## config.mk

```make
export PLATFORM = sky130hd
export DESIGN_NAME = adex_neuron_scheduler
export DESIGN_NICKNAME = d
export VERILOG_FILES = /design/src/rtl/adex_pkg.sv /design/src/rtl/adex_evt_fifo.sv /design/src/rtl/adex_neuron_scheduler.sv
export SDC_FILE = /design/constraint.sdc
export NUM_CORES = 1
export LEC_CHECK = 0
export CAP_MARGIN = 10
export CORE_ASPECT_RATIO = 0.8
export CORE_MARGIN = 5
export CORE_UTILIZATION = 55
export CTS_BUF_LIST = sky130_fd_sc_hd__clkbuf_8 sky130_fd_sc_hd__clkbuf_16
export CTS_CLUSTER_DIAMETER = 200
export DETAILED_ROUTE_END_ITERATION = 8
export DONT_BUFFER_PORTS = 1
export GPL_TIMING_DRIVEN = 0
export HOLD_SLACK_MARGIN = 0.05
export PLACE_DENSITY_LB_ADDON = 0.15
export SLEW_MARGIN = 20
export SYNTH_ARGS = -nofsm -noshare
export SYNTH_HDL_FRONTEND = slang
export SYNTH_SLANG_ARGS = --single-unit
```

## constraint.sdc

```tcl
create_clock -name clk -period 2.7 [get_ports clk]
set_input_delay 0.27 -clock clk [delete_from_list [all_inputs] [get_ports clk]]
set_output_delay 0.27 -clock clk [all_outputs]
set_load 0.02 [all_outputs]
```

## src/rtl/adex_pkg.sv

```systemverilog
// Shared AdEx definitions: Q8.8 state type, reset voltage, and the
// scheduler FSM encoding. The neuron core imports the same package.
package adex_pkg;

    localparam int QFRAC = 8;

    typedef logic signed [15:0] q88_t;

    // -65.0 mV in Q8.8
    localparam q88_t V_RESET_INIT = 16'shBF00;

    typedef enum logic [2:0] {
        S_IDLE,
        S_SELECT,
        S_ISSUE,
        S_WAIT,
        S_WBACK
    } sched_state_t;

endpackage

```

## src/rtl/adex_evt_fifo.sv

```systemverilog
// Small synchronous event FIFO. A push into a full FIFO succeeds only
// when a pop happens in the same cycle; otherwise it is dropped and
// o_drop pulses for one cycle. DEPTH must be a power of 2, >= 2.
module adex_evt_fifo #(
    parameter int DEPTH = 4,
    parameter int W     = 4
) (
    input  logic         clk,
    input  logic         reset,
    input  logic         i_push,
    input  logic [W-1:0] i_data,
    input  logic         i_pop,
    output logic         o_empty,
    output logic         o_drop,
    output logic [W-1:0] o_data
);
    localparam int          AW       = $clog2(DEPTH);
    localparam logic [AW:0] FULL_CNT = DEPTH[AW:0];

    logic [W-1:0]  r_mem [DEPTH];
    logic [AW-1:0] r_wp;
    logic [AW-1:0] r_rp;
    logic [AW:0]   r_cnt;

    logic w_full;
    logic w_do_pop;
    logic w_do_push;

    assign w_full    = (r_cnt == FULL_CNT);
    assign o_empty   = (r_cnt == '0);
    assign w_do_pop  = i_pop && !o_empty;
    assign w_do_push = i_push && (!w_full || w_do_pop);
    assign o_drop    = i_push && w_full && !w_do_pop;
    assign o_data    = r_mem[r_rp];

    // Storage, pointers and occupancy; pointers wrap naturally at AW bits.
    always_ff @(posedge clk) begin
        if (reset) begin
            for (int i = 0; i < DEPTH; i++) r_mem[i] <= '0;
            r_wp  <= '0;
            r_rp  <= '0;
            r_cnt <= '0;
        end else begin
            if (w_do_push) begin
                r_mem[r_wp] <= i_data;
                r_wp        <= r_wp + 1'b1;
            end
            if (w_do_pop) r_rp <= r_rp + 1'b1;
            unique case ({w_do_push, w_do_pop})
                2'b10:   r_cnt <= r_cnt + 1'b1;
                2'b01:   r_cnt <= r_cnt - 1'b1;
                default: r_cnt <= r_cnt;
            endcase
        end
    end

endmodule

```

## src/rtl/adex_neuron_scheduler.sv

```systemverilog
// Sweeps N_NEURONS virtual neurons through one shared AdEx core per tick.
// Refractory neurons are skipped (one cycle each); issued neurons go
// through ISSUE/WAIT/WBACK and spikes are queued in the event FIFO.
module adex_neuron_scheduler
    import adex_pkg::*;
#(
    parameter int   N_NEURONS    = 4,
    parameter int   IDX_W        = 4,
    parameter int   REFRAC_STEPS = 2,
    parameter int   FIFO_DEPTH   = 4,
    parameter q88_t V_RESET_INIT = adex_pkg::V_RESET_INIT
) (
    input  logic             clk,
    input  logic             reset,
    input  logic             i_enable,
    input  logic             i_tick,
    output logic             o_core_start,
    output logic [IDX_W-1:0] o_core_idx,
    output logic [15:0]      o_core_v,
    output logic [15:0]      o_core_w,
    input  logic             i_core_done,
    input  logic [15:0]      i_core_v_new,
    input  logic [15:0]      i_core_w_new,
    input  logic             i_core_spike,
    output logic             o_evt_valid,
    output logic [IDX_W-1:0] o_evt_idx,
    input  logic             i_evt_ready,
    output logic             o_busy,
    output logic             o_overrun,
    output logic             o_evt_drop,
    output logic [15:0]      o_step_cnt
);
    localparam int               PTR_W    = (N_NEURONS > 1) ? $clog2(N_NEURONS) : 1;
    localparam logic [IDX_W-1:0] LAST_IDX = IDX_W'(N_NEURONS - 1);
    localparam logic [2:0]       REFRAC   = REFRAC_STEPS[2:0];

    sched_state_t r_state, w_state_nxt;

    logic [IDX_W-1:0] r_ptr;
    q88_t             r_v      [N_NEURONS];
    q88_t             r_w      [N_NEURONS];
    logic [2:0]       r_refrac [N_NEURONS];

    q88_t  r_v_res;
    q88_t  r_w_res;
    logic  r_spk_res;
    logic  r_drop;      // enable fell during ISSUE/WAIT: stop after WBACK
    logic  r_overrun;
    logic  r_evt_drop;
    logic [15:0] r_step_cnt;

    logic [PTR_W-1:0] w_sel;
    logic w_last;
    logic w_adv;
    logic w_ptr_inc;
    logic w_dec;
    logic w_wb;
    logic w_step_inc;
    logic w_push;
    logic w_fifo_empty;
    logic w_fifo_drop;

    assign w_sel  = r_ptr[PTR_W-1:0];
    assign w_last = (r_ptr == LAST_IDX);

    // State register.
    always_ff @(posedge clk) begin
        if (reset) r_state <= S_IDLE;
        else       r_state <= w_state_nxt;
    end

    // Next state and per-cycle control strobes.
    always_comb begin
        w_state_nxt = r_state;
        w_adv       = 1'b0;
        w_ptr_inc   = 1'b0;
        w_dec       = 1'b0;
        w_wb        = 1'b0;
        w_step_inc  = 1'b0;
        unique case (r_state)
            S_IDLE:   if (i_tick && i_enable) w_state_nxt = S_SELECT;
            S_SELECT: begin
                if (!i_enable) begin
                    w_state_nxt = S_IDLE;
                end else if (r_refrac[w_sel] != 3'd0) begin
                    w_dec = 1'b1;
                    w_adv = 1'b1;
                end else begin
                    w_state_nxt = S_ISSUE;
                end
            end
            S_ISSUE:  w_state_nxt = S_WAIT;
            S_WAIT:   if (i_core_done) w_state_nxt = S_WBACK;
            S_WBACK: begin
                w_wb = 1'b1;
                if (!i_enable || r_drop) w_state_nxt = S_IDLE;
                else                     w_adv       = 1'b1;
            end
            default:  w_state_nxt = S_IDLE;
        endcase
        if (w_adv) begin
            if (w_last) begin
                w_step_inc  = 1'b1;
                w_state_nxt = S_IDLE;
            end else begin
                w_ptr_inc   = 1'b1;
                w_state_nxt = S_SELECT;
            end
        end
    end

    // Pointer: parked at 0 whenever idle so every sweep starts at neuron 0.
    always_ff @(posedge clk) begin
        if (reset || w_state_nxt == S_IDLE) r_ptr <= '0;
        else if (w_ptr_inc)                 r_ptr <= r_ptr + 1'b1;
    end

    // Per-neuron state: write-back of core results and refractory countdown.
    always_ff @(posedge clk) begin
        if (reset) begin
            for (int i = 0; i < N_NEURONS; i++) begin
                r_v[i]      <= V_RESET_INIT;
                r_w[i]      <= '0;
                r_refrac[i] <= '0;
            end
        end else if (w_wb) begin
            r_v[w_sel] <= r_v_res;
            r_w[w_sel] <= r_w_res;
            if (r_spk_res) r_refrac[w_sel] <= REFRAC;
        end else if (w_dec) begin
            r_refrac[w_sel] <= r_refrac[w_sel] - 3'd1;
        end
    end

    // Capture core results on done (only meaningful in WAIT) and track an
    // enable drop that must take effect after the pending write-back.
    always_ff @(posedge clk) begin
        if (reset) begin
            r_v_res   <= '0;
            r_w_res   <= '0;
            r_spk_res <= 1'b0;
            r_drop    <= 1'b0;
        end else begin
            if (r_state == S_WAIT && i_core_done) begin
                r_v_res   <= i_core_v_new;
                r_w_res   <= i_core_w_new;
                r_spk_res <= i_core_spike;
            end
            if (r_state == S_ISSUE || r_state == S_WAIT) r_drop <= r_drop | !i_enable;
            else                                         r_drop <= 1'b0;
        end
    end

    // Sweep counter and sticky status flags.
    always_ff @(posedge clk) begin
        if (reset) begin
            r_step_cnt <= '0;
            r_overrun  <= 1'b0;
            r_evt_drop <= 1'b0;
        end else begin
            if (w_step_inc) r_step_cnt <= r_step_cnt + 16'd1;
            if (i_tick && r_state != S_IDLE) r_overrun <= 1'b1;
            if (w_fifo_drop) r_evt_drop <= 1'b1;
        end
    end

    assign w_push = w_wb && r_spk_res;

    adex_evt_fifo #(
        .DEPTH (FIFO_DEPTH),
        .W     (IDX_W)
    ) u_evt_fifo (
        .clk     (clk),
        .reset   (reset),
        .i_push  (w_push),
        .i_data  (r_ptr),
        .i_pop   (i_evt_ready),
        .o_empty (w_fifo_empty),
        .o_drop  (w_fifo_drop),
        .o_data  (o_evt_idx)
    );

    assign o_core_start = (r_state == S_ISSUE);
    assign o_core_idx   = r_ptr;
    assign o_core_v     = r_v[w_sel];
    assign o_core_w     = r_w[w_sel];
    assign o_evt_valid  = !w_fifo_empty;
    assign o_busy       = (r_state != S_IDLE);
    assign o_overrun    = r_overrun;
    assign o_evt_drop   = r_evt_drop;
    assign o_step_cnt   = r_step_cnt;

endmodule
```

==> results of run 1 <==
how the worst max path moves through the flow:
stage / start / to / cells past startpoint
final: o_core_idx[1]$_SDFFE_PP0P_ / o_step_cnt[13]$_SDFFE_PP0P_ / 6
after global routing: r_state[1]$_SDFF_PP0_ / r_w[1][3]$_SDFFCE_PN0P_ / 6
after global placement: r_state[1]$_SDFF_PP0_ / r_w[1][9]$_SDFFCE_PN0P_ / 6
after CTS: flip-flop / r_refrac[2][2]$_SDFFCE_PN0P_ / 10
after detailed placement: r_state[1]$_SDFF_PP0_ / r_w[1][2]$_SDFFCE_PN0P_ / 6
after floorplan: r_state[1]$_SDFF_PP0_ / r_v[0][0]$_SDFFCE_PN0P_ / 6
cells by family after synthesis:
kind of cell    after synthesis
compound gates               82
xor+xnor                     19
flops                       226
buf+inv                      63
fa+ha+maj                     6
simple gates                316
mux                          41
power breakdown:
group          switching (uW)  internal, uW
registers                24.2          3770
logic                     193           114
clock network            1280          1860
layout by cell type (no fill, tap or decap), types with 8 or more instances in the layout:
cell,count
edfxtp_1,156
and2_1,112
nand2_1,77
dfxtp_1,70
nor2_1,45
a21oi_1,43
mux4_2,39
dlygate4sd3_1,37
clkbuf_1,30
clkbuf_16,23
nand2b_1,20
inv_1,18
xnor2_1,15
or3_1,13
or2_2,9
a31o_2,8
critical path, stage by stage, from the launching register on:
cell	delay (ns)
dfxtp_1	0.68
ha_1	0.30
nor3b_2	0.38
nand4_1	0.19
a21oi_1	0.38
and3b_1	0.24
mux2_2	0.33
timing repair:
action,in CTS,in global routing
endpoints found under the hold margin,36,0
pin swaps,2,2
cloned,2,0
buffers inserted,0,5
setup endpoints to repair,122,83
hold buffers,37,0
resized for setup,11,3
area by class of cell:
cell class / instances / area (sq um)
clock inverter: 15 / 125.1
fill: 1301 / 6066
clock buffer: 27 / 630.6
multi-input combinational: 466 / 3481
antenna: 2 / 5.005
inverter: 15 / 56.30
buffer: 48 / 211.5
sequential: 226 / 6086
timing repair buffer: 43 / 435.4
tap: 225 / 281.5
metrics by stage:
stage               cell area, sq um  setup WS [ns]   TNS, ns
floorplan                       9757         0.3186         0
global placement               10040        -0.9669    -77.22
detailed placement             10070         -1.090    -70.60
CTS                            11250        0.01351         0
global route                   11310      -0.004305  -0.01402
finish                         11310        0.09715         0
registers in the layout (all words and copies together), names as in the netlist, named ones only:
| signal | flops |
|---|---|
| r_spk_res | 1 |
| r_w | 64 |
| u_evt_fifo.r_mem | 16 |
| o_core_idx | 4 |
| u_evt_fifo.r_cnt | 3 |
| o_overrun | 1 |
| u_evt_fifo.r_wp | 2 |
| r_refrac | 12 |
| u_evt_fifo.r_rp | 2 |
| r_w_res | 16 |
| r_state | 3 |
| o_evt_drop | 1 |
| o_step_cnt | 16 |
| r_drop | 1 |
| r_v_res | 16 |
| r_v | 64 |
layer usage:
layer  GRT usage, %  up-vias  part of all wire, %
met1          29.66     3047                   43
met5              0        -                    0
met2          36.31      212                   48
li1               -     2844                    -
met3          5.596       35                  7.4
met4          4.614        0                  1.9
==> reports/metrics.cfg, run 1 <==
[route]
via_per_inst = 5.753
finalWirelength_microns = 22340
drtIter0Drc = 388
final_antenna_net_count = 0
vias = 6138
dr.pass1.iters = 5
drc = 0
routedWlPerCell_microns = 20.94

[logic_synthesis]
synth.mux.area_fraction_pct = 9.237
synth_area_sq_um = 9753
synth_adder_area_share_pct = 0.8467
yosysMostFrequentCell = edfxtp_1
synth_compound_area_share_pct = 5.927
synth-edff-count = 156
synth_ff_type = edfxtp_1
synth.area.top_cells = edfxtp_1 (48%), dfxtp_1 (14%), mux4_2 (9.0%)
synth_xor_xnor_area_share_pct = 1.706
yosys.area_share.simple_pct = 17.16
synth_cells = 753
yosysSeqAreaShare_pct = 62.40
synth_nets = 798
synth_top_area_share_pct = 48.03
synth.distinct_cells = 54
synth_top_family_by_area = simple AND/OR/NAND/NOR gates
synth_warnings = 0
yosys-top-cells-count = edfxtp_1 (156), and2_1 (112), nand2_1 (77)
yosysTopAreaCell = edfxtp_1
ys_ff_latch = 226
async_flop_share_pct = 0
synth_area_per_cell_sq_um = 12.95

[global_routing]
first_global_vias = 6271
gr-total-overflow = 0
grt_pass1_wl_microns = 35510
grtUsageTotal_pct = 21.83
grt_max_degree = 33
antenna_found_initial = 1

[run]
drv_cap = 0

[clock_network]
insertion_delay_ns = 0.51
cts_max_path_buffers = 3
clockRootBuffer = clkbuf_16
clock_sinks = 226
cts_tree = yes
path_clk_slew_ns = 0.06
cts_buffers = 23
htree_levels = 1

[layout]
fin_util_pct = 65.09
fin_cells = 1067
finalNetCount = 868
syn_to_final_growth_pct = 15.98
layout-drive-gt1-share_pct = 16.07

[critical_path]
r2r-end = o_step_cnt[13]$_SDFFE_PP0P_
critPathKind = reg2reg
reg2regPathDepth = 6
cp_max_fo = 7
arrival_ns = 2.99
r2r_start = o_core_idx[1]$_SDFFE_PP0P_
startpoint_type = flip-flop
rrSetupSlack_ns = 0.1
required_ns = 3.09
crit_path_end_kind = flip-flop

[timing]
tightestPinTransition_ns = 1.061
setup_viol = 0
fmax_ghz = 0.3842
fin_skew_ns = 0.01388
maxSlewViolCount = 0
worst_hold_slack_ns = 0.05276
fin_crit_sh_pct = 96.40
layout_min_cycle_time_ns = 2.603
hold_viol_final = 0
maxSlewHeadroom_pct = 29.27

[place]
dp_hpwl_microns = 14800
routabilityCongestion = 0.8185
io_buffers = 0
dp.cells = 979

[power]
powerDensity_nw_per_um2 = 639.6
ir_drop_uv = 516.8
finalPower_uw = 7235
p_leak_uw = 0.003775

[floorplan]
core_sq_um = 17380
dieHeight_microns = 129.1
rows = 43
ios = 100
dieArea_sq_um = 20510
initial_core_util_pct = 56.12
die_x_microns = 158.9

[hold_path]
whs_endpoint = o_evt_drop$_SDFFE_PP0P_
hold_class = in2reg
hold_depth = 3
hp-start = i_evt_ready

[status]
status = completed

No activity file was read; power rests on OpenSTA's default activity.
==> run 2, diff against run 1 <==
--- a/config.mk
+++ b/config.mk
@@ -5,7 +5,7 @@
 export SDC_FILE = /design/constraint.sdc
 export NUM_CORES = 1
 export LEC_CHECK = 0
-export CAP_MARGIN = 10
+export CAP_MARGIN = 25
 export CORE_ASPECT_RATIO = 0.8
 export CORE_MARGIN = 5
 export CORE_UTILIZATION = 55
@@ -13,7 +13,6 @@
 export CTS_CLUSTER_DIAMETER = 200
 export DETAILED_ROUTE_END_ITERATION = 8
 export DONT_BUFFER_PORTS = 1
-export GPL_TIMING_DRIVEN = 0
 export HOLD_SLACK_MARGIN = 0.05
 export PLACE_DENSITY_LB_ADDON = 0.15
 export SLEW_MARGIN = 20
==> run 2 against run 1 <==
Net effect: via count decreased by 4.5%; worst hold slack improved by 0.0073 ns; non-clock buffer count decreased by 28; fmax increased by 6.7%; total power decreased by 1.5%; final cell count decreased by 3.1%; largest power group unchanged; setup slack improved by 0.16 ns; clock power decreased by 3%; sequential power about the same.
==> reports/metrics.cfg, run 2 (synthesized netlist as in run 1, its figures left out) <==
[clock_network]
path_clk_slew_ns = 0.06
post_cts.repair.setup_buffers = 0
cts_tree = yes
clock_sinks = 226
htree_levels = 1
clockRootBuffer = clkbuf_16
cts_buffers = 23
insertion_delay_ns = 0.50
cts_max_path_buffers = 3

[layout]
layout-drive-gt1-share_pct = 17.18
syn_to_final_growth_pct = 14.80
fin_util_pct = 64.43
finalNetCount = 838
antenna_cells = 0
most-common-layout-cells = edfxtp_1 (156), and2_1 (112), nand2_1 (77)
reg_top3 = r_v: 64 flops, r_w: 64 flops
layout_commonest_cell = edfxtp_1
fillers = 1306

[route]
routedWlPerCell_microns = 20.42
via_per_inst = 5.667
dr.pass1.iters = 5
vias = 5860
drc = 0
final_antenna_net_count = 0
finalWirelength_microns = 21110
drtIter0Drc = 372

[power]
ir_drop_uv = 417.2
p_leak_uw = 0.003760
finalPower_uw = 7125
powerDensity_nw_per_um2 = 636.3

[timing]
fmax_ghz = 0.4100
maxSlewViolCount = 0
maxSlewHeadroom_pct = 46.78
layout_min_cycle_time_ns = 2.439
fin_skew_ns = 0.006748
hold_viol_final = 0
fin_crit_sh_pct = 90.33
rsz0062_at_grt = no
setup_viol = 0
finalSetupTns_ns = 0
tightestPinTransition_ns = 0.7982

[run]
drv_cap = 0

[global_routing]
grt_max_degree = 77
gr-total-overflow = 0
grtUsageTotal_pct = 20.40
grt_pass1_wl_microns = 33340
antenna_found_initial = 0
first_global_vias = 5963

[critical_path]
path_buf_inv = 2
reg2regPathDepth = 8
slowest_delay_ns = 0.51
cp_max_fo = 8
path_delay_family = compound AO/OA/AOI/OAI gates
crit_slowest_cell = mux4_2
startpoint_type = flip-flop
crit_path_end_kind = flip-flop
cp_cell_sequence = mux4_2 -> inv_1 -> ha_1 -> inv_1 -> o2111ai_2 -> and2_1 -> o2bb2ai_1 -> a32o_1
rrSetupSlack_ns = 0.26
required_ns = 3.13
critPathKind = reg2reg
arrival_ns = 2.86
timing.critical_path.mode_cell = inv_1

[status]
status = completed

[floorplan]
core_sq_um = 17380
die_x_microns = 158.9
rows = 43
dieArea_sq_um = 20510
dieHeight_microns = 129.1
initial_core_util_pct = 56.12
ios = 100

[hold_path]
hold_class = in2reg
hp-start = reset
hold_depth = 1
whs_endpoint = u_evt_fifo.r_mem[3][1]$_DFFE_PP_

[place]
dp_hpwl_microns = 13060
routabilityCongestion = 0.7970
io_buffers = 0

==> run 2: worst reg2reg max path: stages, from the launching register on <==
cell,delay (ns)
dfxtp_2,0.40
mux4_2,0.51
inv_1,0.11
ha_1,0.16
inv_1,0.05
o2111ai_2,0.36
and2_1,0.35
o2bb2ai_1,0.24
a32o_1,0.20
==> run 2: layer usage <==
layer / routed length [microns] / GRT usage [%]
met1: 8803 / 27.45
met4: 325 / 3.912
met5: 0 / 0
met3: 1562 / 4.769
met2: 10420 / 34.80
==> run 2: per-stage QoR <==
step           worst slack (ns)  instance area (sq um)  cells  hold WS, ns
6_report                 0.2611                  11200   1034      0.06011
5_1_grt                 0.07373                  11200   1034      0.06568
3_3_place_gp             0.3625                  10070    955       0.3489
2_1_floorplan            0.3186                   9757    753       0.4060
4_1_cts                  0.2686                  11200   1034      0.05881
3_5_place_dp             0.2918                  10080    956       0.3511
==> run 2: timing repair <==
item                                   4_1_cts  5_1_grt
setup endpoints to repair                    0        0
gates resized for setup                      0        0
endpoints found under the hold margin       85        0
hold buffers                                37        0
==> run 2: where the power goes <==
group / switching [uW] / internal, uW / total, uW
clock network: 1250 / 1790 / 3040
logic: 175 / 116 / 291
registers: 26.7 / 3770 / 3790
==> run 2: final cells by class <==
| class | instances | area (sq um) | area share [%] |
|---|---|---|---|
| Clock buffer | 25 | 603.1 | 5.386 |
| Clock inverter | 16 | 123.9 | 1.106 |
| Inverter | 15 | 56.30 | 0.5028 |
| Multi-Input combinational cell | 464 | 3428 | 30.62 |
| Sequential cell | 226 | 6088 | 54.37 |
| Tap cell | 225 | 281.5 | 2.514 |
| Timing Repair Buffer | 63 | 615.6 | 5.498 |
==> run 2: how the worst max path moves through the flow <==
stage,start,endpoint,slack [ns],cells past startpoint
2_1_floorplan,r_state[1]$_SDFF_PP0_,r_v[0][0]$_SDFFCE_PN0P_,0.32,6
3_3_place_gp,flip-flop,o_core_idx[2]$_SDFFE_PP0P_,0.36,9
3_5_place_dp,r_state[1]$_SDFF_PP0_,u_evt_fifo.r_cnt[2]$_SDFFE_PP0P_,0.29,9
4_1_cts,flip-flop,flip-flop,0.27,8
5_1_grt,r_state[1]$_SDFF_PP0_,u_evt_fifo.r_cnt[2]$_SDFFE_PP0P_,0.07,9
6_report,flip-flop,flip-flop,0.26,8
